`src/rtl/serial_uart_receiver_if.sv`:
```
// Receive-side bundle of the serial UART: serial line and oversample tick in,
// received byte and status pulses out.
//
// Handshake: there is no ready. RX_VALID is a one-CLK pulse that marks RX_DATA
// as new, and RX_FRAME_ERROR is a one-CLK pulse that marks a dropped frame.
// The two pulses are never high together. The consumer must capture RX_DATA
// in the cycle RX_VALID is high; there is no backpressure.
interface serial_uart_receiver_if #(
  parameter int DATA_BITS = 8
);
  logic                 UART_RX;
  logic                 BAUD_SAMPLE_TICK;
  logic [DATA_BITS-1:0] RX_DATA;
  logic                 RX_VALID;
  logic                 RX_FRAME_ERROR;
  logic                 RX_BUSY;
  logic [2:0]           dbg_state;

  // Line/tick source side (baud generator plus pads, or a testbench).
  modport master (
    output UART_RX, BAUD_SAMPLE_TICK,
    input  RX_DATA, RX_VALID, RX_FRAME_ERROR, RX_BUSY, dbg_state
  );

  // Receiver side.
  modport slave (
    input  UART_RX, BAUD_SAMPLE_TICK,
    output RX_DATA, RX_VALID, RX_FRAME_ERROR, RX_BUSY, dbg_state
  );
endinterface

```
`src/rtl/serial_uart_receiver.sv`:
```
// UART receive path: synchronizes the line, finds the start bit, samples each
// data bit at its centre (LSB first), checks the stop bits and reports either
// a one-cycle RX_VALID or a one-cycle RX_FRAME_ERROR.
module serial_uart_receiver #(
  parameter int DATA_BITS  = 8,
  parameter int STOP_BITS  = 1,
  parameter int OVERSAMPLE = 16
) (
  input logic                  CLK,
  input logic                  RESET,
  serial_uart_receiver_if.slave rx_if
);

  localparam int SW = $clog2(OVERSAMPLE);
  localparam int BW = $clog2(DATA_BITS + 1);
  localparam logic [SW-1:0] S_LAST = SW'(OVERSAMPLE - 1);
  localparam logic [SW-1:0] S_HALF = SW'(OVERSAMPLE / 2 - 1);
  localparam logic [BW-1:0] B_LAST = BW'(DATA_BITS - 1);
  localparam logic          SIDX_LAST = 1'(STOP_BITS - 1);

  typedef enum logic [2:0] {
    ST_IDLE  = 3'd0,
    ST_START = 3'd1,
    ST_DATA  = 3'd2,
    ST_STOP  = 3'd3,
    ST_BREAK = 3'd4
  } state_e;

  state_e               state_q, state_d;
  logic                 rx_meta_q, rx_meta_d;
  logic                 rx_s_q, rx_s_d;
  logic [SW-1:0]        scnt_q, scnt_d;
  logic [BW-1:0]        bidx_q, bidx_d;
  logic                 sidx_q, sidx_d;
  logic [DATA_BITS-1:0] shreg_q, shreg_d;
  logic                 ferr_q, ferr_d;
  logic [DATA_BITS-1:0] rx_data_q, rx_data_d;
  logic                 rx_valid_q, rx_valid_d;
  logic                 rx_ferr_q, rx_ferr_d;
  logic                 tick;

  assign tick = rx_if.BAUD_SAMPLE_TICK;

  // State register: all flops, synchronous reset; line synchronizer resets to idle-high.
  always_ff @(posedge CLK) begin
    if (RESET) begin
      state_q    <= ST_IDLE;
      rx_meta_q  <= 1'b1;
      rx_s_q     <= 1'b1;
      scnt_q     <= '0;
      bidx_q     <= '0;
      sidx_q     <= 1'b0;
      shreg_q    <= '0;
      ferr_q     <= 1'b0;
      rx_data_q  <= '0;
      rx_valid_q <= 1'b0;
      rx_ferr_q  <= 1'b0;
    end else begin
      state_q    <= state_d;
      rx_meta_q  <= rx_meta_d;
      rx_s_q     <= rx_s_d;
      scnt_q     <= scnt_d;
      bidx_q     <= bidx_d;
      sidx_q     <= sidx_d;
      shreg_q    <= shreg_d;
      ferr_q     <= ferr_d;
      rx_data_q  <= rx_data_d;
      rx_valid_q <= rx_valid_d;
      rx_ferr_q  <= rx_ferr_d;
    end
  end

  // Next-state: everything except the synchronizer and the pulses moves only on a tick.
  always_comb begin
    state_d    = state_q;
    rx_meta_d  = rx_if.UART_RX;
    rx_s_d     = rx_meta_q;
    scnt_d     = scnt_q;
    bidx_d     = bidx_q;
    sidx_d     = sidx_q;
    shreg_d    = shreg_q;
    ferr_d     = ferr_q;
    rx_data_d  = rx_data_q;
    rx_valid_d = 1'b0;
    rx_ferr_d  = 1'b0;
    if (tick) begin
      case (state_q)
        ST_IDLE: begin
          if (!rx_s_q) begin
            scnt_d  = '0;
            state_d = ST_START;
          end
        end
        ST_START: begin
          scnt_d = scnt_q + SW'(1);
          // Half a bit in: a high line means the falling edge was a glitch.
          if (scnt_q == S_HALF) begin
            if (rx_s_q) begin
              state_d = ST_IDLE;
            end else begin
              scnt_d  = '0;
              bidx_d  = '0;
              state_d = ST_DATA;
            end
          end
        end
        ST_DATA: begin
          scnt_d = scnt_q + SW'(1);
          if (scnt_q == S_LAST) begin
            shreg_d = {rx_s_q, shreg_q[DATA_BITS-1:1]};
            scnt_d  = '0;
            bidx_d  = bidx_q + BW'(1);
            if (bidx_q == B_LAST) begin
              sidx_d  = 1'b0;
              ferr_d  = 1'b0;
              state_d = ST_STOP;
            end
          end
        end
        ST_STOP: begin
          scnt_d = scnt_q + SW'(1);
          if (scnt_q == S_LAST) begin
            ferr_d = ferr_q | ~rx_s_q;
            scnt_d = '0;
            sidx_d = sidx_q + 1'b1;
            if (sidx_q == SIDX_LAST) begin
              if (!ferr_d) begin
                rx_data_d  = shreg_q;
                rx_valid_d = 1'b1;
                state_d    = ST_IDLE;
              end else begin
                rx_ferr_d = 1'b1;
                state_d   = ST_BREAK;
              end
            end
          end
        end
        ST_BREAK: begin
          // A held-low line must go high before a new start can be hunted.
          if (rx_s_q) state_d = ST_IDLE;
        end
        default: state_d = ST_IDLE;
      endcase
    end
  end

  // Outputs: registered byte and pulses, busy and debug state from the state register.
  always_comb begin
    rx_if.RX_DATA        = rx_data_q;
    rx_if.RX_VALID       = rx_valid_q;
    rx_if.RX_FRAME_ERROR = rx_ferr_q;
    rx_if.RX_BUSY        = (state_q != ST_IDLE);
    rx_if.dbg_state      = state_q;
  end

endmodule

```
`src/flat_wrapper.sv`:
```
// flat-port wrapper written by rule: the top's interface ports become plain ports
module serial_uart_receiver_flat 
#(
  parameter int DATA_BITS  = 8,
  parameter int STOP_BITS  = 1,
  parameter int OVERSAMPLE = 16
)
  (CLK, RESET, rx_if_UART_RX, rx_if_BAUD_SAMPLE_TICK, rx_if_RX_DATA, rx_if_RX_VALID, rx_if_RX_FRAME_ERROR, rx_if_RX_BUSY, rx_if_dbg_state);
  serial_uart_receiver_if #(.DATA_BITS(DATA_BITS)) rx_if_i ();
  input logic CLK;
  input logic RESET;
  input wire logic [$bits(rx_if_i.UART_RX)-1:0] rx_if_UART_RX;
  input wire logic [$bits(rx_if_i.BAUD_SAMPLE_TICK)-1:0] rx_if_BAUD_SAMPLE_TICK;
  output wire logic [$bits(rx_if_i.RX_DATA)-1:0] rx_if_RX_DATA;
  output wire logic [$bits(rx_if_i.RX_VALID)-1:0] rx_if_RX_VALID;
  output wire logic [$bits(rx_if_i.RX_FRAME_ERROR)-1:0] rx_if_RX_FRAME_ERROR;
  output wire logic [$bits(rx_if_i.RX_BUSY)-1:0] rx_if_RX_BUSY;
  output wire logic [$bits(rx_if_i.dbg_state)-1:0] rx_if_dbg_state;
  assign rx_if_i.UART_RX = rx_if_UART_RX;
  assign rx_if_i.BAUD_SAMPLE_TICK = rx_if_BAUD_SAMPLE_TICK;
  assign rx_if_RX_DATA = rx_if_i.RX_DATA;
  assign rx_if_RX_VALID = rx_if_i.RX_VALID;
  assign rx_if_RX_FRAME_ERROR = rx_if_i.RX_FRAME_ERROR;
  assign rx_if_RX_BUSY = rx_if_i.RX_BUSY;
  assign rx_if_dbg_state = rx_if_i.dbg_state;
  serial_uart_receiver #(.DATA_BITS(DATA_BITS), .STOP_BITS(STOP_BITS), .OVERSAMPLE(OVERSAMPLE)) u_core (.CLK(CLK), .RESET(RESET), .rx_if(rx_if_i));
endmodule
```
`config.mk`:
```
export PLATFORM = sky130hd
export DESIGN_NAME = serial_uart_receiver_flat
export DESIGN_NICKNAME = d
export VERILOG_FILES = /design/src/rtl/serial_uart_receiver_if.sv /design/src/rtl/serial_uart_receiver.sv /design/src/flat_wrapper.sv
export SDC_FILE = /design/constraint.sdc
export NUM_CORES = 1
export LEC_CHECK = 0
export ABC_AREA = 0
export BUFFER_PORTS_ARGS = -buffer_cell sky130_fd_sc_hd__buf_2
export CAP_MARGIN = 20
export CORE_MARGIN = 2
export CORE_UTILIZATION = 35
export DETAILED_ROUTE_END_ITERATION = 16
export PLACE_DENSITY_LB_ADDON = 0.3
export SYNTH_ARGS = -nofsm -noshare
export SYNTH_HDL_FRONTEND = slang
export SYNTH_SLANG_ARGS = --single-unit
export TNS_END_PERCENT = 10
```
`constraint.sdc`:
```
create_clock -name CLK -period 5.6 [get_ports CLK]
set_clock_uncertainty 0.2 [all_clocks]
set_input_delay 0.28 -clock CLK [delete_from_list [all_inputs] [get_ports CLK]]
set_output_delay 0.28 -clock CLK [all_outputs]
set_load 0.005 [all_outputs]
```
==> metrics.md, run 1 <==
| Metric | Value |
|---|---|
| Synth Cell Area | 0.00150 mm^2 |
| Vias after detailed routing | between 1000 and 1500 |
| Core Rows | 23 |
| Filler cells | ~400 |
| Kind of critical path | reg2reg |
| Max Buffers Root-to-Sink | 2 |
| Peak supply drop | ~0.00015 V |
| Chip width | approximately 70 um |
| CP max FO | 5 |
| Hold Path Class | reg2reg |
| Worst-Margin Slew | a little under 0.7 ns |
| Port buffer count | 17 |
| Pre-antenna DRT Iters | 4 |
| Data arrival time of the worst path | 2.17 ns |
| WL final | between 2000 and 3000 um |
| Average size of a mapped cell | 9.51 um^2 |
| Final min period | around 2.2 ns |
| Max Cap Viol | 0 |
| HPWL Detailed | around 2000 um |
| Number of flops mapped to enable cells by yosys | 0 |
| Clock Latency Late Sink | about 0.28 ns |
| Number of DRC markers in iteration 0 | 63 |
| Relative slew slack | roughly 54% |
| CP startpoint kind | register |
| Antenna-violating nets left | 0 |
| Remaining DRCs | 0 |
| CP required | 5.57 ns |
| Vias/cell | a little over 5 |
| Fin. max-slew vios | 0 |
| RSZ-0062 raised after global routing | false |
| Routability cong. | roughly 0.91 |
| Count leader, synth | dfxtp_1 |
| F_max | 0.454 GHz |
| Share of the synthesized area in the top cell type | between 40 and 50% |
| Crit share post-route | between 30% and 40% |
| Setup violators final | 0 |
| CTS root buf | clkbuf_8 |
| Final hold violation count | 0 |
| CTS Sinks | 33 |
| Core region area | 0.00406 mm^2 |
| Leakage power | about 0.00065 uW |
| Ys flop type | dfxtp_1 |
| Inserted Diodes | 0 |
| Syn Inst Count | between 150 and 200 |
| Clk slew on worst S/H paths | ~0.07 ns |
| Register Area | ~660 um^2 |
| NumNets Final | 182 |
| Gr usage total | around an eighth |
| Yosys warning count | 0 |
| Synth area leaders | dfxtp_1 (44%), mux2i_1 (12%), nor2_1 (6.7%) |
| Synth area leader | dfxtp_1 |
| Share of layout cells above drive strength 1 | about a fifth |
| Ys async rst share | 0% |
| Global-route wire length before repair | 4950 um |
| Seq/Total Area, Yosys | 44.0% |
| Register bit count reported by yosys | 33 |
| Area occupied by multi-input gates | approximately 800 um^2 |
| Most frequent cells after synthesis | dfxtp_1 (33), nor2_1 (27), mux2i_1 (18) |
| WL per Instance | 12.4 um |
| Post-DP Area | roughly 0.0016 mm^2 |
| Vias in the first global route | around 1100 |
| Die footprint | ~0.0048 mm^2 |
| Area delta synth->final | 15.5% |
| Inserted Clock Buffers | 5 |
| Global route total overflow | 0 |
| Initial antenna violation count | 0 |
| Syn Nets | between 150 and 200 |
| IO Pins | 18 |
| Outcome | completed |
| Pwr Density | between 200 and 300 mW/mm^2 |
| Post-layout instance area | between 0.0015 and 0.002 mm^2 |
| Final setup TNS | 0 ns |
| H-Tree Level Count | 2 |
| Starting Density | a little under two fifths |
| Post-CTS sizing | 0 |
| CP endpoint kind | register |
| TritonCTS clock tree | built |
| Netlist cell types | 36 |
| DIE HEIGHT | ~70 um |
| Pin count of the biggest net entering global routing | 31 |
critical path, stage by stage (launching register included):
cell and delay [ns]:
dfxtp_1 0.37, ha_1 0.27, and3_1 0.22, o21ai_0 0.16, a2111oi_4 0.49, mux2_2 0.38
path summary, 6_finish.rpt:
check	slack [ns]	cells after the start	endpoint	from
worst max-delay path	3.40	5	u_core.rx_if.dbg_state[0]	u_core.scnt_q[0]
worst min-delay path	0.21	1	u_core.rx_s_q	u_core.rx_meta_q
worst max register to register	3.40	5	u_core.rx_if.dbg_state[0]	u_core.scnt_q[0]
worst min register to register	0.21	1	u_core.rx_s_q	u_core.rx_meta_q
metrics by stage:
stage	hold slack (ns)	power, uW	util [%]	instances	setup slack, ns
after floorplan	0.184	259	-	158	3.55
after global placement	0.193	264	40.0	218	3.40
after detailed placement	0.197	265	40.0	218	3.40
after CTS	0.212	480	42.8	226	3.38
after global routing	0.221	496	42.8	226	3.24
final	0.212	471	42.8	226	3.40
flip-flops by register name (all words and copies together), names as in the netlist, 3 cells and up:
name,flops
u_core.bidx_q,4
u_core.rx_if.RX_DATA,8
u_core.rx_if.dbg_state,3
u_core.scnt_q,4
u_core.shreg_q,8
layout by cell type (no fill, tap or decap), drive strengths merged, types with 2 or more instances in the layout:
cell type | netlist | layout
a21oi | 10 | 10
a311oi | 2 | 2
and3 | 2 | 2
and3b | 2 | 2
buf | 2 | 17
clkbuf | 5 | 5
dfxtp | 33 | 33
ha | 2 | 2
inv | 2 | 2
mux2i | 18 | 18
nand2 | 5 | 5
nand2b | 5 | 5
nand3 | 4 | 4
nand3b | 3 | 3
nor2 | 28 | 28
nor2b | 2 | 2
nor3 | 4 | 4
nor3b | 3 | 3
nor4 | 2 | 2
o21ai | 5 | 5
o31ai | 3 | 3
or2 | 2 | 2
or3 | 2 | 2
or3b | 3 | 3
cell type report:
| type | count | area share, % |
|---|---|---|
| clock buffer | 5 | 3.97 |
| clock inverter | 2 | 2.02 |
| inverter | 2 | 0.433 |
| multi-input combinational | 116 | 46.4 |
| sequential | 33 | 38.1 |
| tap | 50 | 3.60 |
| timing repair buffer | 18 | 5.48 |
timing repair:
action | 4_1_cts | 5_1_grt
hold buffers | 1 | 0
hold endpoints to repair | 1 | 0
setup buffers | 0 | 0
power by group:
part	switching [uW]	leakage, uW	internal, uW
combinational	11.7	0.000330	8.67
clock	82.0	0.0000540	129
sequential	3.22	0.000266	236
total	96.9	0.000650	374
per-layer routing:
metal | up-vias | global-route usage [%] | routed length (um)
li1 | 591 | - | -
met1 | 524 | 16.8 | 1440
met2 | 21 | 18.4 | 1200
met3 | 4 | 5.67 | 119
met4 | 0 | 5.23 | 29
met5 | - | 0 | 0
cell families (layout without fill, tap and decap cells):
group,count (synthesis),after routing,synth area share [%]
adder cells (fa/ha/maj),2,2,1.67
XOR/XNOR,2,2,1.17
AND/OR/NAND/NOR,71,71,27.8
AO/OA/AOI/OAI,22,22,10.2
flip-flops,33,33,44.0
multiplexers,19,19,12.7
buffers and inverters,9,27,2.42
No activity file was read; power rests on OpenSTA's default activity.
==> inputs of run 2 (changes only) <==
Clock period 5.6 ns to 2.25 ns, I/O delays scaled along.
==> run 2 against run 1 <==
  * Sequential power rose by 150%
  * Combinational power rose to 3.0 times the previous value
  * Largest cell class unchanged
  * Sequential share of layout area fell by 1.5 points
  * Count of clock-buffer cells in the layout rose by 1
  * Maximum frequency rose by 3.4%
  * Final area rose by 4.0%
  * Non-clock buffer count rose by 7
  * Total power rose to 2.6 times the previous value
  * Routed wire length rose by 9.8%
==> metrics.md, run 2 (synthesis gave the netlist of run 1 again) <==
| Metric | Value |
|---|---|
| Global-route wire length before repair | about 5200 um |
| Gr usage total | between 10% and 20% |
| Post-layout utilization of the core | 44.5% |
| TritonCTS clock tree | built |
| Final min period | 2.13 ns |
| Relative slew slack | 63.7% |
| Share of layout cells above drive strength 1 | between 20% and 30% |
| CTS root buf | clkbuf_8 |
| Placed cell count | 225 |
| Clk slew on worst S/H paths | about 0.070 ns |
| CTS Sinks | 33 |
| Routability cong. | roughly 0.88 |
| Initial antenna violation count | 0 |
| Post-CTS setup buffers | 0 |
| Hold Path Class | in2reg |
| Peak supply drop | 0.000489 V |
| Most common cell after layout, fill and taps aside | dfxtp_1 |
| Starting Density | between 30% and 40% |
| DIE HEIGHT | 69.5 um |
| Die footprint | 0.00483 mm^2 |
| WL final | between 3000 and 4000 um |
| Commonest non-fill, non-tap cells in the layout | dfxtp_1 (33), nor2_1 (27), mux2i_1 (18), buf_2 (17), a21oi_1 (10) |
| Kind of critical path | reg2reg |
| Remaining DRCs | 0 |
| H-Tree Level Count | 2 |
| Inserted Diodes | 0 |
| Vias after detailed routing | around 1200 |
| Non-Filler Instances | ~230 |
| Max Cap Viol | 0 |
| Leakage power | around 0.00069 uW |
| Vias/cell | around 5.2 |
| Worst-Margin Slew | roughly 0.54 ns |
| Post-layout instance area | 0.00180 mm^2 |
| Pwr Density | 680 mW/mm^2 |
| PnR Total Power | between 1000 and 1500 uW |
| Outcome | completed |
| Final hold violation count | 0 |
| Global route total overflow | 0 |
| Fin. max-slew vios | 0 |
| Core Rows | 23 |
| Area delta synth->final | 20.1% |
| CP startpoint kind | register |
| Post-DP Area | 0.00167 mm^2 |
| F_max | between 0.4 and 0.5 GHz |
| HPWL Detailed | between 2000 and 2500 um |
| RSZ-0062 raised after global routing | false |
| IO Pins | 18 |
| FF-to-FF setup slack | between 0.1 and 0.15 ns |
| Clock Latency Late Sink | between 0.2 and 0.3 ns |
| CP required | ~2.2 ns |
| CP max FO | 5 |
| Port buffer count | 17 |
| Chip width | between 60 and 70 um |
| Setup violators final | 0 |
| WL per Instance | between 10 and 15 um |
| Post-CTS sizing | 0 |
| Max Buffers Root-to-Sink | 2 |
| Vias in the first global route | roughly 1200 |
| Data arrival time of the worst path | about 2.1 ns |
| NumNets Final | about 190 |
| Core region area | 0.00406 mm^2 |
| Final setup TNS | 0 ns |
| Antenna-violating nets left | 0 |
| Crit share post-route | a little over nine tenths |
| Inserted Clock Buffers | 5 |
| Number of DRC markers in iteration 0 | around 120 |
| Pin count of the biggest net entering global routing | 31 |
| CP endpoint kind | register |
| Pre-antenna DRT Iters | 4 |
## run 2: changes by cell type in the layout (fill, tap and decap cells not counted)
cell,before,now
buf_4,0,7
clkinv_2,1,0
clkbuf_8,5,6
clkinvlp_4,0,1
## run 2: worst paths after layout
kind | startpoint | end | cells after the start
min | rx_if_BAUD_SAMPLE_TICK | u_core.rx_if.RX_FRAME_ERROR | 3
min reg2reg | u_core.rx_meta_q | u_core.rx_s_q | 1
max reg2reg | u_core.scnt_q[0] | u_core.rx_if.dbg_state[0] | 5
max | u_core.scnt_q[0] | u_core.rx_if.dbg_state[0] | 5
## run 2: layout make-up
class	instances	area [um^2]
Multi-Input combinational cell	116	806
Timing Repair Buffer	25	148
Tap cell	50	62.6
Sequential cell	33	661
Clock inverter	2	37.5
Clock buffer	6	82.6
Fill cell	395	2250
Inverter	2	7.51
## run 2: report_power, final
group / switching, uW / internal, uW
Sequential: 4.16 / 588
Clock: 214 / 360
Combinational: 35.4 / 25.3
## run 2: per-stage QoR
stage / worst slack, ns / hold WS (ns)
floorplan: 0.200 / 0.0163
CTS: 0.125 / 0.0432
detailed placement: 0.125 / 0.0999
global placement: 0.201 / 0.0989
finish: 0.118 / 0.0571
global route: 0.00707 / 0.0647
## run 2: layer usage
layer / global-route usage, % / wire length [um]
met5: 0 / 0
met4: 7.84 / 102
met3: 5.67 / 138
met2: 21.2 / 1370
met1: 15.8 / 1460
## run 2: critical path: stages, from the launching register on
cell and delay [ns]:
dfxtp_1 0.38, ha_1 0.27, and3_1 0.23, o21ai_0 0.16, a2111oi_4 0.41, mux2_2 0.38
## run 2: repair_timing
item                                   CTS  global route
setup endpoints to repair                0             0
endpoints found under the hold margin    1             0
hold buffers                             1             0
==> inputs of run 3 (changes only) <==
Settings changed: CORE_UTILIZATION 35 to 56, PLACE_DENSITY set to 0.77, PLACE_DENSITY_LB_ADDON 0.3 to unset, REMOVE_ABC_BUFFERS set to 1.
==> run 3 against run 2 <==
  * Count of clock-buffer cells in the layout is 1 lower
  * Routed wire length is 0.68% lower
  * Global-route usage is 7.7 points higher
  * Cell count is 9.0% lower
  * Die area is 36% lower
  * Total power is 1.9% lower
  * Clock power is 3.8% lower
  * Largest power group unchanged
  * Highest routed layer unchanged
==> metrics.md, run 3 (synthesis gave the netlist of run 1 again) <==
| Metric | Value |
|---|---|
| Outcome | completed |
| Global route total overflow | 0 |
| Critical R2R Launch | u_core.scnt_q[0] |
| Max Cap Viol | 0 |
| CTS root buf | clkbuf_4 |
| IO Pins | 18 |
| Final setup TNS | 0 ns |
| Pin count of the biggest net entering global routing | 31 |
| Port buffer count | 17 |
| HPWL Detailed | about 2100 um |
| Post-CTS setup buffers | 0 |
| Vias in the first global route | around 1100 |
| CP delay by family, top | compound AO/OA/AOI/OAI gates |
| Max Buffers Root-to-Sink | 2 |
| WL per Instance | around 14 um |
| Chip width | 55.8 um |
| CP endpoint kind | register |
| Critical Path Source | u_core.scnt_q[0] |
| Core region area | ~0.0025 mm^2 |
| Final min period | approximately 2.1 ns |
| Kind of critical path | reg2reg |
| Net switching power | ~250 uW |
| Routability cong. | between 0.9 and 1 |
| Most common cell after layout, fill and taps aside | dfxtp_1 |
| Initial antenna violation count | 0 |
| CP max stage cell | a2111oi_4 |
| CTS Sinks | 33 |
| Post-layout instance area | ~0.0018 mm^2 |
| Clk slew on worst S/H paths | ~0.11 ns |
| CP Depth | 5 |
| CP startpoint kind | register |
| F_max | around 0.47 GHz |
| Antenna-violating nets left | 0 |
| Worst path buffer plus inverter count | 0 |
| Vias after detailed routing | 1214 |
| CP required | ~2.3 ns |
| Final hold violation count | 0 |
| Commonest non-fill, non-tap cells in the layout | dfxtp_1 (33), nor2_1 (27), mux2i_1 (18), buf_2 (17), a21oi_1 (10) |
| CP max stage delay | between 0.4 and 0.5 ns |
| Setup violators final | 0 |
| Area delta synth->final | 17.1% |
| Starting Density | about three fifths |
| Worst R2R End | u_core.rx_if.dbg_state[0] |
| FF-to-FF setup slack | roughly 0.13 ns |
| Inserted Diodes | 0 |
| TritonCTS clock tree | built |
| Pre-antenna DRT Iters | 4 |
| Leakage power | 0.000680 uW |
| Fin. max-slew vios | 0 |
| Clock Power Share | between 40 and 50% |
| H-Tree Level Count | 2 |
| Pwr Density | 684 mW/mm^2 |
| Sequential share of power | between 40% and 50% |
| Crit path cell chain | ha_2 -> and3_1 -> o21ai_0 -> a2111oi_4 -> mux2_2 |
| Vias/cell | ~5.7 |
| Share of layout cells above drive strength 1 | a little under a quarter |
| Cell Int Power | 958 uW |
| Number of DRC markers in iteration 0 | 29 |
| Hold Path Class | in2reg |
| RSZ-0062 raised after global routing | false |
| Inserted Clock Buffers | 5 |
| Data arrival time of the worst path | approximately 2.2 ns |
| Filler cells | between 150 and 200 |
| Peak supply drop | about 0.00063 V |
| Die footprint | 0.00311 mm^2 |
| NumNets Final | 188 |
| Switching part of the total | between 20 and 25% |
| Worst setup path end | u_core.rx_if.dbg_state[0] |
| Clock Latency Late Sink | 0.35 ns |
| Comb pwr share | under 10% |
| Global-route wire length before repair | around 5100 um |
| Worst-Margin Slew | between 0.5 and 0.6 ns |
| Crit share post-route | 94.1% |
| WL final | around 3000 um |
| CP max FO | 5 |
| Gr usage total | a little over a fifth |
| Relative slew slack | between 60% and 70% |
| Remaining DRCs | 0 |
| DIE HEIGHT | 55.8 um |
| Reg2reg path depth | 5 |
| Post-DP Area | around 0.0016 mm^2 |
| Core Rows | 18 |
run 3: final cells by class:
class	count	area [um^2]	share of cell area, %
Inverter	2	7.51	0.427
Clock buffer	5	37.5	2.13
Clock inverter	3	65.1	3.70
Timing Repair Buffer	24	143	8.11
Tap cell	30	37.5	2.13
Sequential cell	33	661	37.6
Multi-Input combinational cell	116	808	45.9
run 3: worst min path at each step:
stage | end | startpoint | slack [ns] | depth (start not counted)
global placement | u_core.rx_meta_q | rx_if_UART_RX | 0.09 | 2
finish | u_core.shreg_q[1] | RESET | 0.01 | 2
detailed placement | u_core.rx_meta_q | rx_if_UART_RX | 0.1 | 2
CTS | u_core.rx_if.RX_DATA[4] | RESET | 0.01 | 2
floorplan | u_core.bidx_q[1] | RESET | -0.02 | 1
global route | u_core.rx_if.RX_DATA[6] | RESET | 0.02 | 2
run 3: what timing repair did:
item,in CTS,in global routing
hold buffers,2,0
endpoints found under the hold margin,2,0
resized for setup,0,1
endpoints found under the setup margin,0,2
run 3: through the flow:
stage	instances	worst slack [ns]	util, %	hold slack, ns	power [uW]
2_1_floorplan	151	0.194	-	-0.0184	638
3_5_place_dp	203	0.134	65.4	0.0960	662
6_report	213	0.134	70.4	0.0115	1200
5_1_grt	213	0.0234	70.4	0.0215	1240
4_1_cts	213	0.102	70.3	0.0145	1210
3_3_place_gp	203	0.207	65.4	0.0950	660
run 3: power by group through the flow:
stage / clock network, uW / logic (uW) / registers [uW]
after global placement: 0 / 53.0 / 607
after CTS: 554 / 57.2 / 594
final: 552 / 57.4 / 594
after detailed placement: 0 / 54.2 / 608
after floorplan: 0 / 30.6 / 607
after global routing: 584 / 63.8 / 596
run 3: worst reg2reg max path, cell delays in order (launching register included):
cell       delay [ns]
dfxtp_1          0.39
ha_2             0.25
and3_1           0.22
o21ai_0          0.17
a2111oi_4        0.42
mux2_2           0.37
run 3: per-layer routing:
metal	GRT usage (%)	vias to the layer above	wire length, um
met3	8.37	6	136
met2	34.9	25	1480
met1	26.2	571	1390
met5	0	-	0
met4	6.27	0	37
li1	-	612	-
